==> config.mk <==
export PLATFORM = sky130hd
export DESIGN_NAME = writeback_arbiter
export DESIGN_NICKNAME = d
export VERILOG_FILES = /design/src/rtl/writeback_arbiter.sv
export SDC_FILE = /design/constraint.sdc
export NUM_CORES = 1
export LEC_CHECK = 0
export CORE_MARGIN = 3
export CORE_UTILIZATION = 25
export CTS_CLUSTER_SIZE = 8
export DETAILED_ROUTE_END_ITERATION = 8
export DONT_BUFFER_PORTS = 1
export SETUP_SLACK_MARGIN = 0.3
export SLEW_MARGIN = 5
export SYNTH_ARGS = -nofsm -noshare
export SYNTH_HDL_FRONTEND = slang
export SYNTH_SLANG_ARGS = --single-unit
==> constraint.sdc <==
create_clock -name clk -period 5.3 [get_ports clk]
set_input_delay 1.06 -clock clk [delete_from_list [all_inputs] [get_ports clk]]
set_output_delay 1.06 -clock clk [all_outputs]
set_load 0.05 [all_outputs]
==> src/rtl/writeback_arbiter.sv <==
// writeback_arbiter
// Shares the single regbank write port between N_REQ execution pipes.
// Each pipe hands over a result (physical rd + data) through a valid/ready
// handshake into its own 1-entry holding register. Every cycle, one full
// holding entry is granted round-robin and drives the regbank write port.
//
// Optional feature: define WB_ARB_PERF_EN to add the 32-bit saturating
// conflict_count output. It counts cycles in which at least two holding
// entries are full, meaning one is written while another waits.

module writeback_arbiter #(
    parameter int N_REQ  = 2,
    parameter int DWIDTH = 32,
    parameter int AWIDTH = 7
) (
    input  logic                           clk,
    input  logic                           reset,
    input  logic [N_REQ-1:0]               req_valid,
    input  logic [N_REQ-1:0][AWIDTH-1:0]   req_addr,
    input  logic [N_REQ-1:0][DWIDTH-1:0]   req_data,
    output logic [N_REQ-1:0]               req_ready,
    output logic                           write_valid,
    output logic [AWIDTH-1:0]              write_address,
    output logic [DWIDTH-1:0]              write_data,
    output logic [$clog2(N_REQ)-1:0]       grant_id
`ifdef WB_ARB_PERF_EN
    ,
    output logic [31:0]                    conflict_count
`endif
);

    localparam int IDW = $clog2(N_REQ);

    logic [N_REQ-1:0]               hold_full;
    logic [N_REQ-1:0][AWIDTH-1:0]   hold_addr;
    logic [N_REQ-1:0][DWIDTH-1:0]   hold_data;
    logic [IDW-1:0]                 rr_ptr;

    logic                           grant_valid;
    logic [IDW-1:0]                 grant_sel;
    logic [IDW-1:0]                 scan_idx;
    logic [N_REQ-1:0]               grant_onehot;
    logic [N_REQ-1:0]               accept;
    logic [IDW-1:0]                 rr_next;

    // Round-robin scan of the holding entries only, starting at rr_ptr.
    // The grant never looks at req_valid, which keeps it off the requesters' timing paths.
    always_comb begin
        grant_valid = 1'b0;
        grant_sel   = '0;
        scan_idx    = '0;
        for (int k = 0; k < N_REQ; k++) begin
            scan_idx = IDW'((int'(rr_ptr) + k) % N_REQ);
            if (!grant_valid && hold_full[scan_idx]) begin
                grant_valid = 1'b1;
                grant_sel   = scan_idx;
            end
        end
    end

    // An entry is ready when it is empty or being drained this cycle.
    // This lets a requester refill its granted entry back to back.
    always_comb begin
        grant_onehot = '0;
        req_ready    = '0;
        accept       = '0;
        for (int i = 0; i < N_REQ; i++) begin
            grant_onehot[i] = grant_valid && (grant_sel == IDW'(i));
            req_ready[i]    = !hold_full[i] || grant_onehot[i];
            accept[i]       = req_valid[i] && req_ready[i];
        end
    end

    // Regbank write port: a mux of the granted entry, forced to zero when idle.
    always_comb begin
        write_valid   = grant_valid;
        write_address = '0;
        write_data    = '0;
        grant_id      = '0;
        if (grant_valid) begin
            write_address = hold_addr[grant_sel];
            write_data    = hold_data[grant_sel];
            grant_id      = grant_sel;
        end
    end

    // Pointer moves just past the entry written this cycle so every full entry waits at most N_REQ-1 cycles.
    always_comb begin
        rr_next = rr_ptr;
        if (grant_valid) begin
            rr_next = (grant_sel == IDW'(N_REQ - 1)) ? '0 : grant_sel + IDW'(1);
        end
    end

    // Occupancy flags and round-robin pointer. A write to register 0 is accepted but never stored.
    always_ff @(posedge clk) begin
        if (reset) begin
            hold_full <= '0;
            rr_ptr    <= '0;
        end else begin
            for (int i = 0; i < N_REQ; i++) begin
                if (accept[i] && (req_addr[i] != '0)) begin
                    hold_full[i] <= 1'b1;
                end else if (grant_onehot[i]) begin
                    hold_full[i] <= 1'b0;
                end
            end
            rr_ptr <= rr_next;
        end
    end

    // Payload capture. It is qualified by hold_full on the way out, so it needs no reset.
    always_ff @(posedge clk) begin
        for (int i = 0; i < N_REQ; i++) begin
            if (accept[i] && (req_addr[i] != '0)) begin
                hold_addr[i] <= req_addr[i];
                hold_data[i] <= req_data[i];
            end
        end
    end

`ifdef WB_ARB_PERF_EN
    logic multi_full;

    // Two or more bits set: clearing the lowest set bit still leaves something.
    always_comb begin
        multi_full = (hold_full & (hold_full - N_REQ'(1))) != '0;
    end

    // Saturating count of cycles where a full entry had to wait behind the granted one.
    always_ff @(posedge clk) begin
        if (reset) begin
            conflict_count <= '0;
        end else if (multi_full && (conflict_count != 32'hFFFF_FFFF)) begin
            conflict_count <= conflict_count + 32'd1;
        end
    end
`endif

endmodule

==> impl_metrics.json, run 1 <==
{
  "worstReg2RegStart": "hold_full[1]$_SDFFE_PP0P_",
  "holdCritStartpoint": "rr_ptr$_SDFFE_PP0P_",
  "syn_avg_cell_area_um2": 13.96,
  "stdcell_area_um2": 3785,
  "core_area_um2": 12820,
  "fp.dieW_um": 121.3,
  "io_buffers": 0,
  "finalCritPeriodShare_pct": 70.98,
  "critical_path_buf_inv_count": 0,
  "ys_ff_latch": 81,
  "syn_inst": 238,
  "async_flop_share_pct": 0,
  "antenna_left": 0,
  "setup_viol": 0,
  "synth_edf_count": 78,
  "cts_tree": "yes",
  "max-cap-violations": 0,
  "syn-cell-area_um2": 3322,
  "h-tree-depth": 3,
  "routed_via_density": 4.568,
  "worst_pin_slew_ns": 0.9058,
  "rsz0062_at_grt": "no",
  "ys.flop_type": "edfxtp_1",
  "ios": 125,
  "synth_area_leaders": "edfxtp_1, o21ai_2, nand3_1",
  "path_clk_slew_ns": 0.06,
  "die_h_um": 121.3,
  "cp.required_ns": 4.24,
  "drtIter0Drc": 72,
  "cp_max_fo": 41,
  "hold_buffers": 0,
  "synth_area_leader_cell": "edfxtp_1",
  "post_cts_resized": 0,
  "clock_skew_ns": 0.008219,
  "peakVddDrop_mv": 0.2058,
  "p_leak_nw": 1.221,
  "dpl_cell_area_um2": 3473,
  "slowest_delay_ns": 0.87,
  "fin_setup_tns_ns": 0,
  "rows": 41,
  "drc": 0,
  "antenna_found_initial": 0,
  "hold_class": "reg2reg",
  "fin_nets": 315,
  "maxSlewHeadroom_pct": 39.61,
  "yosysMostFrequentCell": "edfxtp_1",
  "syn_to_final_growth_pct": 13.94,
  "synth_common_cells": "edfxtp_1, nand2_1, nand3_1",
  "synth_top_area_share_pct": 70.51,
  "grt_pass1_wl_um": 10860,
  "final_max_slew_viol_count": 0,
  "grt_max_degree": 45,
  "syn_nets": 320,
  "dp_hpwl_um": 5006,
  "cts.sinks": 81,
  "path_cells": "nand2b_2, and2_4, o21ai_2",
  "status": "finished clean",
  "place_congestion": 0.6642,
  "wire_per_inst_um": 18.39,
  "cp_top_family": "simple AND/OR/NAND/NOR gates",
  "fp.dieArea_um2": 14710,
  "worstSetupPathType": "reg2out",
  "power.density_nw_per_um2": 418.8,
  "yosysSeqAreaShare_pct": 72.32,
  "post-route-min-period_ns": 3.762,
  "drive_gt1_share_pct": 26.47,
  "arrival_ns": 2.70,
  "hold_viol": 0,
  "cp-startpoint": "rr_ptr$_SDFFE_PP0P_",
  "cts_buffer_depth": 2,
  "endpoint_kind": "primary output",
  "gr-total-overflow": 0,
  "numCtsBuffers": 9,
  "max_freq_ghz": 0.2658,
  "cts_post_setup_buffers_inserted": 0,
  "finish.utilization_pct": 29.51,
  "vias": 1873,
  "antennaDiodeCount": 0,
  "clk_latency_ns": 0.33,
  "initial_core_util_pct": 25.90,
  "grt_pass1_vias": 1896,
  "cts-root-buf": "clkbuf_16",
  "ys.warnings.count": 0,
  "drtPass1Iterations": 4,
  "wl_um": 7539,
  "synth_cell_type_count": 17,
  "grtUsageTotal_pct": 10.25,
  "crit_slowest_cell": "and2_4",
  "crit_path_start_kind": "flop"
}
## report_power, final
part           switching (mW)  total (mW)  internal, mW
registers              0.0161       0.763         0.747
clock network           0.233       0.643         0.410
logic                   0.155       0.179        0.0247
total                   0.404        1.59          1.18
## registers in the layout, indices dropped and copies added (netlist names)
register,count
hold_full,2
rr_ptr,1
hold_addr,14
hold_data,64
## stage by stage
step | total power [mW] | hold slack (ns) | cells | setup slack [ns]
after global routing | 1.649 | 0.5361 | 410 | 1.328
after global placement | 0.9570 | 0.4737 | 394 | 1.884
final | 1.585 | 0.4982 | 410 | 1.538
after detailed placement | 0.9606 | 0.4885 | 394 | 1.791
after floorplan | 0.9388 | 0.4598 | 238 | 1.799
after CTS | 1.615 | 0.4996 | 410 | 1.411
## kinds of logic (layout without fill, tap and decap cells)
kind of cell,count (synthesis),count (layout),synth area share [%]
DFF,81,81,72.32
buffers and inverters,19,19,3.352
AOI/OAI and AO/OA,46,46,11.49
and+or+nand+nor,92,92,12.84
## layout make-up
| class | count | area (µm²) |
|---|---|---|
| clock inverter | 6 | 82.58 |
| sequential | 81 | 2405 |
| clock buffer | 10 | 229.0 |
| fill | 1296 | 9040 |
| timing repair buffer | 3 | 22.52 |
| tap | 172 | 215.2 |
| multi-input combinational | 138 | 830.8 |
## routing by layer
| layer | GRT usage, % | part of all wire, % | vias to the layer above | routed length (µm) |
|---|---|---|---|---|
| met5 | 0 | 0 | - | 0 |
| met4 | 5.042 | 2.1 | 0 | 157 |
| met3 | 5.315 | 10 | 12 | 769 |
| met2 | 16.78 | 49 | 89 | 3688 |
| met1 | 10.86 | 39 | 897 | 2924 |
| li1 | - | - | 875 | - |
## cells in the final DEF (no fill, tap or decap)
master / count
nor3_1: 2
buf_4: 3
o21ai_2: 39
clkinvlp_4: 1
nand2b_2: 1
a21oi_4: 2
edfxtp_1: 78
and2_4: 1
nand3_1: 40
nor4_1: 2
nand3b_1: 1
clkinv_2: 3
clkbuf_1: 1
a21oi_1: 3
nand2b_1: 3
or2_1: 1
nand2_1: 41
dfxtp_1: 1
dfxtp_2: 2
o21bai_1: 2
bufinv_16: 2
clkbuf_16: 9
## tightest hold or removal path, stage by stage, from the launching register on
cell,delay (ns)
dfxtp_1,0.33
nand2b_1,0.07
a21oi_1,0.06
## path summary, 6_finish.rpt
check / slack [ns] / cells after the start / endpoint
worst max-delay path: 1.54 / 3 / write_data[4]
worst max register to register: 2.52 / 4 / hold_data[26]$_DFFE_PP_
worst min register to register: 0.50 / 2 / rr_ptr$_SDFFE_PP0P_
worst min-delay path: 0.50 / 2 / rr_ptr$_SDFFE_PP0P_
(Power assumes the default switching activity.)
==> run 2: changes to the inputs <==
==> constraint.sdc (replaced) <==
create_clock -name clk -period 3.41 [get_ports clk]
set_input_delay 0.682 -clock clk [delete_from_list [all_inputs] [get_ports clk]]
set_output_delay 0.682 -clock clk [all_outputs]
set_load 0.05 [all_outputs]
==> impl_metrics.json, run 2 (synthesis results as in run 1) <==
{
  "rows": 41,
  "hold_class": "in2reg",
  "ios": 125,
  "r2r_cells": 5,
  "clk_latency_ns": 0.33,
  "final_common_cell": "edfxtp_1",
  "clock_skew_ns": 0.005900,
  "holdPathEnd": "rr_ptr$_SDFFE_PP0P_",
  "fin_nets": 358,
  "grtUsageTotal_pct": 10.88,
  "finalCritPeriodShare_pct": 76.88,
  "finish.utilization_pct": 35.76,
  "hold_buffers": 0,
  "busiest_layer": "met2",
  "p_leak_nw": 1.567,
  "setup_viol": 0,
  "pwr-share-comb_pct": 17.5,
  "cts_post_setup_buffers_inserted": 0,
  "met1_usage_pct": 11.27,
  "path_clk_slew_ns": 0.06,
  "largest_reg_flops": 64,
  "cp_max_fo": 40,
  "syn_to_final_growth_pct": 38.04,
  "grt_max_degree": 44,
  "arrival_ns": 1.94,
  "post_cts_resized": 0,
  "drc": 0,
  "worstSetupPathType": "reg2out",
  "cp_top_family": "simple AND/OR/NAND/NOR gates",
  "maxSlewHeadroom_pct": 51.53,
  "cp.required_ns": 2.73,
  "netSwitchingFraction_pct": 25.16,
  "cts.sinks": 81,
  "grt_pass1_vias": 2095,
  "post-route-min-period_ns": 2.622,
  "cts-root-buf": "clkbuf_16",
  "worstReg2RegStart": "hold_full[1]$_SDFFE_PP0P_",
  "post-place-cells": 437,
  "power.density_nw_per_um2": 567.2,
  "final_cell_mix": "edfxtp_1, nand2_1, nand3_1",
  "slowest_delay_ns": 0.62,
  "wire_per_inst_um": 17.06,
  "grt_pass1_wl_um": 11640,
  "routed_via_density": 4.428,
  "hold_depth": 1,
  "crit_slowest_cell": "and2_4",
  "p_seq_share_pct": 45.4,
  "initial_core_util_pct": 25.90,
  "rsz0062_at_grt": "no",
  "power.switching_uw": 654.6,
  "layout.cells.non_filler": 453,
  "max_freq_ghz": 0.3814,
  "critical_path_buf_inv_count": 1,
  "antenna_found_initial": 0,
  "peakVddDrop_mv": 0.2983,
  "io_buffers": 0,
  "fp.dieW_um": 121.3,
  "p_clk_share_pct": 37.2,
  "cts_buffer_depth": 2,
  "reg.largest.list": "hold_data x64, hold_addr x14, hold_full x2",
  "use_met3_pct": 5.828,
  "drive_gt1_share_pct": 37.01,
  "h-tree-depth": 3,
  "wl_um": 7729,
  "p_int_mw": 1.947,
  "fill_cells": 1231,
  "hold_viol": 0,
  "met2_usage_pct": 18.37,
  "rrSetupSlack_ns": 1.09,
  "drtIter0Drc": 69,
  "cts_tree": "yes",
  "crit_path_start_kind": "flop",
  "status": "finished clean",
  "holdCritStartpoint": "reset",
  "die_h_um": 121.3,
  "max-cap-violations": 0,
  "place_congestion": 0.6965,
  "numCtsBuffers": 9,
  "gr-total-overflow": 0,
  "drtPass1Iterations": 4,
  "path_cells": "nand2b_2, and2_4, o21ai_2, buf_12",
  "endpoint_kind": "primary output",
  "antennaDiodeCount": 0,
  "antenna_left": 0,
  "rr_endpoint": "hold_data[37]$_DFFE_PP_",
  "fp.dieArea_um2": 14710,
  "fin_setup_tns_ns": 0,
  "worst_pin_slew_ns": 0.7271,
  "core_area_um2": 12820,
  "top_register": "hold_data",
  "final_max_slew_viol_count": 0,
  "dp_hpwl_um": 5494,
  "vias": 2006
}
-- run 2: cell count changes in the layout (fill, tap and decap cells not counted), sizes merged --
cell / change
clkbuf: +4
bufinv: -1
clkinv: -3
buf: +43
-- run 2: worst max-delay path by stage --
stage / end / cells past startpoint / slack [ns] / start
after floorplan: hold_addr[10]$_DFFE_PP_ / 4 / 0.88 / hold_full[1]$_SDFFE_PP0P_
after global placement: write_data[25] / 4 / 1.13 / hold_full[0]$_SDFFE_PP0P_
after detailed placement: hold_data[37]$_DFFE_PP_ / 5 / 1.08 / hold_full[1]$_SDFFE_PP0P_
after CTS: write_data[25] / 4 / 0.71 / hold_full[0]$_SDFFE_PP0P_
after global routing: write_data[25] / 4 / 0.64 / hold_full[0]$_SDFFE_PP0P_
final: write_data[25] / 4 / 0.79 / hold_full[0]$_SDFFE_PP0P_
-- run 2: cell type report --
type | count | area (µm²) | area share [%]
clock buffer | 14 | 264.0 | 5.757
clock inverter | 2 | 37.54 | 0.8186
multi-input combinational | 138 | 830.8 | 18.12
sequential | 81 | 2405 | 52.44
tap | 172 | 215.2 | 4.693
timing repair buffer | 46 | 833.3 | 18.17
-- run 2: per-stage QoR --
step	worst slack (ns)	total power, mW	cell area (µm²)	hold WS (ns)
2_1_floorplan	0.8755	1.458	3329	0.4598
3_3_place_gp	1.132	1.656	4284	0.4830
3_5_place_dp	1.079	1.663	4284	0.5003
4_1_cts	0.7113	2.645	4586	0.3818
5_1_grt	0.6366	2.700	4586	0.3781
6_report	0.7884	2.601	4586	0.4065
-- run 2: routing by layer --
metal | part of all wire [%] | wire length [µm]
met2 | 51 | 3935
met5 | 0 | 0
met1 | 38 | 2929
met3 | 9.6 | 744
met4 | 1.5 | 119
-- run 2: power by group through the flow --
stage | Sequential [mW] | Clock [mW] | Combinational [mW]
6_report | 1.18 | 0.967 | 0.454
5_1_grt | 1.19 | 1.04 | 0.476
4_1_cts | 1.18 | 1.00 | 0.462
3_5_place_dp | 1.20 | 0 | 0.461
3_3_place_gp | 1.20 | 0 | 0.457
2_1_floorplan | 1.19 | 0 | 0.265
==> run 3: changes to the inputs <==
==> constraint.sdc (replaced) <==
create_clock -name clk -period 2.5 [get_ports clk]
set_input_delay 0.5 -clock clk [delete_from_list [all_inputs] [get_ports clk]]
set_output_delay 0.5 -clock clk [all_outputs]
set_load 0.05 [all_outputs]
==> impl_metrics.json, run 3 (synthesis results as in run 1) <==
{
  "drc": 0,
  "path_clk_slew_ns": 0.06,
  "initial_core_util_pct": 25.90,
  "power.density_nw_per_um2": 719.4,
  "status": "finished clean",
  "syn_to_final_growth_pct": 53.33,
  "place_congestion": 0.6751,
  "drtPass1Iterations": 4,
  "routed_via_density": 4.543,
  "final_max_slew_viol_count": 0,
  "max_freq_ghz": 0.4663,
  "setup_viol": 0,
  "rows": 41,
  "wire_per_inst_um": 19.38,
  "drive_gt1_share_pct": 40.48,
  "h-tree-depth": 3,
  "io_buffers": 0,
  "die_h_um": 121.3,
  "reg.largest.list": "hold_data x64, hold_addr x14, hold_full x2",
  "cts_buffer_depth": 2,
  "finalCritPeriodShare_pct": 85.78,
  "maxSlewHeadroom_pct": 32.89,
  "arrival_ns": 1.64,
  "cts.sinks": 81,
  "netSwitchingFraction_pct": 26.40,
  "power.switching_uw": 967.5,
  "pwr-share-comb_pct": 20.4,
  "peakVddDrop_mv": 0.4089,
  "final_common_cell": "edfxtp_1",
  "top_register": "hold_data",
  "antennaDiodeCount": 0,
  "grt_pass1_wl_um": 12700,
  "largest_reg_flops": 64,
  "cp.required_ns": 2.00,
  "ios": 125,
  "wl_um": 9029,
  "grt_max_degree": 41,
  "seqCellArea_um2": 2407,
  "cts_tree": "yes",
  "final_cell_mix": "edfxtp_1, buf_12, nand2_1",
  "cp_max_fo": 10,
  "hold_viol": 0,
  "fp.dieArea_um2": 14710,
  "hold_class": "in2reg",
  "vias": 2117,
  "grtUsageTotal_pct": 12.14,
  "crit_path_start_kind": "flop",
  "worstSetupPathType": "reg2out",
  "fin_nets": 371,
  "dp_slack_ns": 0.3331,
  "layout_setup_ws_ns": 0.3555,
  "p_clk_share_pct": 35.8,
  "clock_skew_ns": 0.006958,
  "core_area_um2": 12820,
  "cts-root-buf": "clkbuf_16",
  "numCtsBuffers": 9,
  "fin_setup_tns_ns": 0,
  "grt_pass1_vias": 2136,
  "fp.dieW_um": 121.3,
  "post-route-min-period_ns": 2.145,
  "drtIter0Drc": 86,
  "p_int_mw": 2.697,
  "endpoint_kind": "primary output",
  "clk_latency_ns": 0.34,
  "gr-total-overflow": 0,
  "max-cap-violations": 0,
  "antenna_found_initial": 0,
  "worst_pin_slew_ns": 1.004,
  "fill_cells": 1213,
  "p_seq_share_pct": 43.8,
  "multiInputGateArea_um2": 1119,
  "dp_hpwl_um": 5961,
  "antenna_left": 0,
  "rsz0062_at_grt": "no",
  "p_leak_nw": 1.723
}
run 3: cell count changes in the layout (fill, tap and decap cells not counted), sizes merged:
cell	before	now
clkbuf	14	13
bufbuf	0	1
buf	46	57
clkinvlp	1	0
clkinv	0	3
run 3: worst paths after layout:
kind	from	endpoint	slack, ns	cells past startpoint
worst max-delay path	hold_full[0]$_SDFFE_PP0P_	write_data[7]	0.36	6
worst min-delay path	reset	rr_ptr$_SDFFE_PP0P_	0.22	1
worst max register to register	hold_full[0]$_SDFFE_PP0P_	hold_data[12]$_DFFE_PP_	0.50	4
worst min register to register	rr_ptr$_SDFFE_PP0P_	rr_ptr$_SDFFE_PP0P_	0.50	2
run 3: metrics by stage:
step	cell area (µm²)	power (mW)	cells	hold WS (ns)	util (%)
2_1_floorplan	3344	1.990	238	0.4598	-
3_3_place_gp	4354	2.281	443	0.4761	33.95
3_5_place_dp	4354	2.291	443	0.4958	33.95
4_1_cts	4726	3.643	462	0.2044	36.85
5_1_grt	5094	3.814	466	0.2108	39.72
6_report	5094	3.664	466	0.2211	39.72
run 3: worst max-delay path, stage by stage (launching register included):
cell and delay (ns):
dfxtp_4 0.36, buf_12 0.12, nand2b_2 0.09, and2_4 0.24, buf_8 0.23, o21ai_4 0.09, buf_12 0.15
run 3: final cells by class:
cell class	count	share of cell area (%)
Timing Repair Buffer	59	20.68
Clock buffer	12	4.839
Sequential cell	81	47.26
Tap cell	172	4.225
Clock inverter	4	1.032
Multi-Input combinational cell	138	21.96
run 3: power groups by stage:
stage | Combinational, mW | Sequential (mW) | Clock [mW]
2_1_floorplan | 0.365 | 1.63 | 0
3_3_place_gp | 0.650 | 1.63 | 0
3_5_place_dp | 0.657 | 1.63 | 0
4_1_cts | 0.676 | 1.61 | 1.36
5_1_grt | 0.784 | 1.61 | 1.42
6_report | 0.749 | 1.61 | 1.31
run 3: timing repair:
action                                  in CTS  in global routing
hold buffers                                 0                  0
gates cloned                                 1                  2
pin swaps                                    1                  1
endpoints found under the hold margin        0                  0
buffers inserted                             2                  2
resized for setup                            7                 46
endpoints found under the setup margin      41                 39
run 3: metal layers:
metal	wire [µm]	track usage, %	part of all wire, %	vias up
met1	3464	13.28	38	1029
met5	0	0	0	-
met4	222	5.602	2.5	0
met3	816	5.828	9.0	14
met2	4526	19.90	50	89
li1	-	-	-	985
